--- config.mk ---
export PLATFORM = sky130hd
export DESIGN_NAME = clk_divider_prog
export DESIGN_NICKNAME = d
export VERILOG_FILES = /design/src/rtl/clk_div_pkg.sv /design/src/rtl/clk_div_shadow.sv /design/src/rtl/clk_divider_prog.sv
export SDC_FILE = /design/constraint.sdc
export NUM_CORES = 1
export LEC_CHECK = 0
export BUFFER_PORTS_ARGS = -buffer_cell sky130_fd_sc_hd__buf_4
export CORE_UTILIZATION = 45
export DETAILED_ROUTE_END_ITERATION = 10
export HOLD_SLACK_MARGIN = 0.12
export PLACE_DENSITY_LB_ADDON = 0.25
export SLEW_MARGIN = 20
export SYNTH_ARGS = -nofsm -noshare
export SYNTH_HDL_FRONTEND = slang
export SYNTH_SLANG_ARGS = --single-unit
--- constraint.sdc ---
create_clock -name clk -period 3.3 [get_ports clk]
set_input_delay 0.66 -clock clk [delete_from_list [all_inputs] [get_ports clk]]
set_output_delay 0.66 -clock clk [all_outputs]
set_load 0.005 [all_outputs]
--- src/rtl/clk_div_pkg.sv ---
// ============================================================================
// Module : clk_div_pkg
// Brief  : Shared constants for the programmable clock/tick divider.
// Rev    : 1.0  initial release
// ============================================================================
`default_nettype none

package clk_div_pkg;

  localparam int CNT_W_DEF = 28;

  // Half-period values for common rates from a 100 MHz system clock
  localparam int DIV_1HZ_100M  = 50_000_000;
  localparam int DIV_10HZ_100M = 5_000_000;
  localparam int DIV_1KHZ_100M = 50_000;

endpackage

`default_nettype wire

--- src/rtl/clk_div_shadow.sv ---
// ============================================================================
// Module : clk_div_shadow
// Brief  : Holds a requested divisor until the counter core reaches a safe
//          boundary; generates div_ack / div_err. Macro: CLK_DIV_DUTY_EN.
// Rev    : 1.0  initial release
// ============================================================================
`default_nettype none

module clk_div_shadow
  import clk_div_pkg::*;
#(
  parameter int CNT_W = CNT_W_DEF
) (
  input  logic             clk,
  input  logic             rst,
  input  logic [CNT_W-1:0] div_val,
  input  logic             div_load,
`ifdef CLK_DIV_DUTY_EN
  input  logic [CNT_W:0]   hi_val,
  output logic [CNT_W:0]   apply_hi,
`endif
  input  logic             boundary,
  output logic             apply,
  output logic [CNT_W-1:0] apply_div,
  output logic             div_ack,
  output logic             div_err
);

  logic [CNT_W-1:0] r_shadow;
  logic             r_pending;
  logic             w_load_ok;

`ifdef CLK_DIV_DUTY_EN
  logic [CNT_W:0] r_shadow_hi;
  logic [CNT_W:0] w_period;

  // High time must be non-zero and shorter than the full period 2N
  assign w_period  = {div_val, 1'b0};
  assign w_load_ok = (div_val != '0) && (hi_val != '0) && (hi_val < w_period);
  assign apply_hi  = r_shadow_hi;
`else
  assign w_load_ok = (div_val != '0);
`endif

  assign apply     = boundary & r_pending;
  assign apply_div = r_shadow;

  always_ff @(posedge clk) begin
    if (rst) begin
      r_shadow  <= '0;
      r_pending <= 1'b0;
      div_ack   <= 1'b0;
      div_err   <= 1'b0;
`ifdef CLK_DIV_DUTY_EN
      r_shadow_hi <= '0;
`endif
    end else begin
      div_ack <= apply;
      div_err <= div_load & ~w_load_ok;
      if (apply) begin
        r_pending <= 1'b0;
      end
      // A load coinciding with an apply is captured for the following boundary
      if (div_load && w_load_ok) begin
        r_shadow  <= div_val;
        r_pending <= 1'b1;
`ifdef CLK_DIV_DUTY_EN
        r_shadow_hi <= hi_val;
`endif
      end
    end
  end

endmodule

`default_nettype wire

--- src/rtl/clk_divider_prog.sv ---
// ============================================================================
// Module : clk_divider_prog
// Brief  : Runtime-programmable square-wave / tick generator with glitch-free
//          divisor update. Macro CLK_DIV_DUTY_EN adds programmable duty.
// Rev    : 1.0  initial release
// ============================================================================
`default_nettype none

module clk_divider_prog
  import clk_div_pkg::*;
#(
  parameter int CNT_W   = CNT_W_DEF,
  parameter int DIV_RST = DIV_1HZ_100M
) (
  input  logic             clk,
  input  logic             rst,
  input  logic             en,
  input  logic [CNT_W-1:0] div_val,
  input  logic             div_load,
`ifdef CLK_DIV_DUTY_EN
  input  logic [CNT_W:0]   hi_val,
`endif
  output logic             div_ack,
  output logic             div_err,
  output logic             oclk,
  output logic             tick
);

`ifdef CLK_DIV_DUTY_EN
  localparam int CW = CNT_W + 1;
`else
  localparam int CW = CNT_W;
`endif

  localparam logic [CW-1:0]    C_ONE     = CW'(1);
  localparam logic [CNT_W-1:0] C_DIV_RST = CNT_W'(DIV_RST);

  logic [CW-1:0]    r_cnt;
  logic [CNT_W-1:0] r_div_active;
  logic             w_at_last;
  logic             w_boundary;
  logic             w_apply;
  logic [CNT_W-1:0] w_apply_div;

  // While disabled, a pending divisor may be applied at once
  assign w_boundary = en ? w_at_last : 1'b1;

`ifdef CLK_DIV_DUTY_EN
  logic [CNT_W:0] r_hi_active;
  logic [CNT_W:0] w_apply_hi;
  logic [CNT_W:0] w_hi_eff;
  logic [CW-1:0]  w_cnt_next;

  assign w_at_last  = (r_cnt == ({r_div_active, 1'b0} - C_ONE));
  assign w_cnt_next = w_at_last ? '0 : (r_cnt + C_ONE);
  assign w_hi_eff   = w_apply ? w_apply_hi : r_hi_active;
`else
  assign w_at_last  = (r_cnt == (r_div_active - C_ONE));
`endif

  clk_div_shadow #(
    .CNT_W (CNT_W)
  ) u_shadow (
    .clk       (clk),
    .rst       (rst),
    .div_val   (div_val),
    .div_load  (div_load),
`ifdef CLK_DIV_DUTY_EN
    .hi_val    (hi_val),
    .apply_hi  (w_apply_hi),
`endif
    .boundary  (w_boundary),
    .apply     (w_apply),
    .apply_div (w_apply_div),
    .div_ack   (div_ack),
    .div_err   (div_err)
  );

  always_ff @(posedge clk) begin
    if (rst) begin
      r_cnt        <= '0;
      r_div_active <= C_DIV_RST;
      oclk         <= 1'b0;
      tick         <= 1'b0;
`ifdef CLK_DIV_DUTY_EN
      r_hi_active  <= {1'b0, C_DIV_RST};
`endif
    end else begin
      tick <= 1'b0;
      if (en) begin
`ifdef CLK_DIV_DUTY_EN
        r_cnt <= w_cnt_next;
        oclk  <= (w_cnt_next < w_hi_eff);
        tick  <= w_at_last;
        if (w_apply) begin
          r_div_active <= w_apply_div;
          r_hi_active  <= w_apply_hi;
        end
`else
        if (w_at_last) begin
          r_cnt <= '0;
          oclk  <= ~oclk;
          tick  <= ~oclk;
          if (w_apply) begin
            r_div_active <= w_apply_div;
          end
        end else begin
          r_cnt <= r_cnt + C_ONE;
        end
`endif
      end else if (w_apply) begin
        r_cnt        <= '0;
        r_div_active <= w_apply_div;
`ifdef CLK_DIV_DUTY_EN
        r_hi_active  <= w_apply_hi;
`endif
      end
    end
  end

endmodule

`default_nettype wire

==> key figures <==
STA
  – Worst-Margin Slew: between 0.7 and 0.8 ns
  – Final setup vio count: 0
  – Worst rel slew slack: between 50% and 60%
  – Max-slew violation count: 0
  – Final min period: 3.131 ns
  – Clk_skew: roughly 0.014 ns
  – Max Fclk: between 300 and 400 MHz
  – Final hold vios: 0
  – Final period util: between 90% and 100%
  – Setup TNS Final: 0 ns

Worst setup path
  – Setup crit end kind: register
  – FF-to-FF Start: r_div_active[16]$_SDFFE_PP0P_
  – Critical path's top delay family: simple AND/OR/NAND/NOR gates
  – Worst R2R End: oclk$_SDFFE_PP0P_
  – Crit-path max cell delay: 0.60 ns
  – Reg2reg path depth: 8
  – Crit. path cell count: 8
  – Setup crit start kind: register
  – Crit-path slowest cell: or4b_4
  – Crit-path cells: or4_4 > or2_0 > or4_4 > o31ai_2 > nand4_2 > or4b_4 > nor2_1 > mux2_2
  – CP max FO: 4
  – Reg-to-reg slack, setup: between 0.15 and 0.2 ns
  – Crit path top cell by count: or4_4
  – Buf/Inv on CP: 0
  – WS Path Type: register to register
  – Crit path required time: about 3.6 ns
  – Crit path DAT: between 3 and 4 ns

Floorplan
  – Cell Rows: 36
  – # IOs: 36
  – Die ar.: around 0.011 mm^2
  – Die W: 103.3 um
  – Die height: ~100 um
  – Core Area: between 0.009 and 0.01 mm^2
  – Initial Util: a little under half

Placement
  – Inst Count DP: 702
  – Final GP Congestion: approximately 0.86
  – Dpl hpwl: around 7900 um
  – Number of port buffers: 35

Drt
  – Routed WL per cell: approximately 15 um
  – Drt drc: 0
  – Drt via density: 5.551
  – Final WL: roughly 11000 um
  – First drt pass iteration count: 4
  – DRT iter0 DRCs: between 300 and 400
  – Routed Antenna Nets: 0
  – Vias: ~4000

Global routing
  – First-pass GRT wire length: ~18000 um
  – Pin count of the biggest net entering global routing: ~80
  – GR Util All Layers: between 20% and 30%
  – Vias in the first global route: 3705
  – Initial antenna violation count: 0
  – GRT overflow: 0

Synthesis
  – Number of synthesized flops with an enable pin: 0
  – Largest family of logic cells by synthesized area: simple AND/OR/NAND/NOR gates
  – Post-synthesis cell count: 541
  – Synth Area in Simple Gates: between 20% and 30%
  – Multiplexer share of the synthesized area: 9.140%
  – Mapped cell area: around 0.0046 mm^2
  – YS warnings: 0
  – Post-synthesis sequential area ratio: about two fifths
  – Syn_nets: between 500 and 600
  – Post-Syn Area per Cell: between 8 and 9 um^2
  – Adder-Cell Fraction of Synth Area: less than 1%
  – Yosys cell types: 57
  – Primary FF master, synth: dfxtp_1
  – Post-synth top area share: between 30% and 40%
  – Area leader, netlist: dfxtp_1
  – Compound-Gate Fraction of Synth Area: around 8.5%
  – Seq cells post-synth: 89
  – Ys async rst share: 0%
  – Synth Area in XOR/XNOR: roughly 11%
  – Synth area leaders: dfxtp_1, mux2i_1, nor2_1, xnor2_1, xor2_1

CTS
  – Max Root-Sink Buffers: 2
  – Clock Sinks: between 80 and 90
  – Reg clk slew, reported paths: approximately 0.090 ns
  – CTS tree: done
  – # hold bufs at CTS: 0
  – TritonCTS Buffers: 9
  – Max H-tree Level: 3
  – CTS root buffer: clkbuf_8
  – Worst skew pair latency: 0.37 ns

Power and ir drop
  – Maximum VDD drop: between 200 and 300 uV
  – P_int: around 1.6 mW
  – Net switching power: about 550 uW
  – Flop pwr share: ~53%
  – Combinational Power Share: around a tenth
  – Power share of the clock group: 36.7%
  – Leak Pwr: roughly 2.0 nW
  – PwrDens: around 400 mW/mm^2
  – Power after layout: roughly 2.2 mW
  – Net Sw Frac: between 20% and 30%

Hold path
  – Hold worst-path end: u_shadow.apply_div[9]$_SDFFE_PP0P_
  – WHS Path Cells: 2
  – Worst min-delay path class: register to register
  – Worst hold path startpoint: u_shadow.apply_div[9]$_SDFFE_PP0P_

Outcome
  – Run status: complete, no violations

Layout
  – Most frequent cells in the layout: nor2_1, dfxtp_1, buf_4
  – Fin nets: between 600 and 700
  – Fill cells: slightly above 900
  – Layout Cells excl Fill: 726
  – Most common cell after layout, fill and taps aside: nor2_1
  – Multi-input logic area: between 0.002 and 0.003 mm^2
  – Core Util, Final: 55.05%
  – Layout cells sized above 1: 17.03%
  – Antenna cells: 0
  – Register Area: between 0.0015 and 0.002 mm^2
  – Area Overhead vs Synth: 17.71%

Flow run
  – Max_cap viols: 0
## layout make-up
type,instances,area share [%]
Clock buffer,11,2.788
Clock inverter,5,1.152
Inverter,8,0.5530
Multi-Input combinational cell,412,49.47
Sequential cell,89,32.81
Tap cell,133,3.065
Timing Repair Buffer,68,10.16
## power groups by stage
| stage | combinational [mW] | clock (mW) | sequential [mW] |
|---|---|---|---|
| floorplan | 0.145 | 0 | 1.15 |
| global placement | 0.216 | 0 | 1.16 |
| detailed placement | 0.221 | 0 | 1.16 |
| CTS | 0.222 | 0.812 | 1.14 |
| global route | 0.256 | 0.865 | 1.14 |
| finish | 0.232 | 0.795 | 1.14 |
## repair_timing
action | CTS | global route
buffers inserted | 0 | 5
setup endpoints to repair | 0 | 58
resized for setup | 0 | 7
## metrics by stage
step           hold WS, ns  instance area (um^2)  setup WS [ns]
2_1_floorplan       0.4360                  4613        0.06186
3_3_place_gp        0.4485                  5112        0.02550
3_5_place_dp        0.4545                  5112        0.01028
4_1_cts             0.4736                  5326      0.0007025
5_1_grt             0.4951                  5430       -0.02962
6_report            0.4756                  5430         0.1694
## worst max-delay path by stage
stage / startpoint / to / slack (ns)
2_1_floorplan: r_div_active[0]$_SDFFE_PP0P_ / oclk$_SDFFE_PP0P_ / 0.06
3_3_place_gp: r_div_active[4]$_SDFFE_PP0P_ / oclk$_SDFFE_PP0P_ / 0.03
3_5_place_dp: r_div_active[4]$_SDFFE_PP0P_ / oclk$_SDFFE_PP0P_ / 0.01
4_1_cts: r_div_active[4]$_SDFFE_PP0P_ / oclk$_SDFFE_PP0P_ / 0.0007
5_1_grt: r_div_active[0]$_SDFFE_PP0P_ / r_div_active[12]$_SDFFE_PP1P_ / -0.03
6_report: r_div_active[16]$_SDFFE_PP0P_ / oclk$_SDFFE_PP0P_ / 0.17
## cell families (layout without fill, tap and decap cells)
| logic type | count (synthesis) | after routing |
|---|---|---|
| DFF | 89 | 89 |
| muxes | 42 | 42 |
| AOI/OAI and AO/OA | 56 | 56 |
| buffers and inverters | 40 | 92 |
| adders and majority gates | 2 | 2 |
| and+or+nand+nor | 253 | 253 |
| xor gates and xnor gates | 59 | 59 |
## worst min-delay path, cell delays in order, from the launching register on
cell,delay (ns)
dfxtp_1,0.32
nand2_1,0.06
a21oi_1,0.06
## per-layer routing
metal	share of wire [%]	vias up	global-route usage [%]
li1	-	2000	-
met1	47	1917	29.69
met2	47	97	34.92
met3	3.9	16	3.763
met4	1.8	0	6.392
met5	0	-	0
## synthesized netlist by cell type, drive strengths merged, types with 4 or more instances
library cell  instances
nor2                 99
dfxtp                89
mux2i                41
xnor2                32
xor2                 27
a21oi                25
nand2                25
nor3                 24
nand3                23
clkbuf               20
nor4                 17
nand4                14
buf                  12
inv                   8
or3                   8
or4                   8
and3                  7
o21ai                 7
nor2b                 5
and4                  4
o31ai                 4
## registers in the layout (all words and copies together), names as in the netlist
| name | cells |
|---|---|
| oclk | 1 |
| r_cnt | 28 |
| r_div_active | 28 |
| tick | 1 |
| u_shadow.apply_div | 28 |
| u_shadow.div_ack | 1 |
| u_shadow.div_err | 1 |
| u_shadow.r_pending | 1 |
Note: power is estimated with default switching activity, not from simulation.
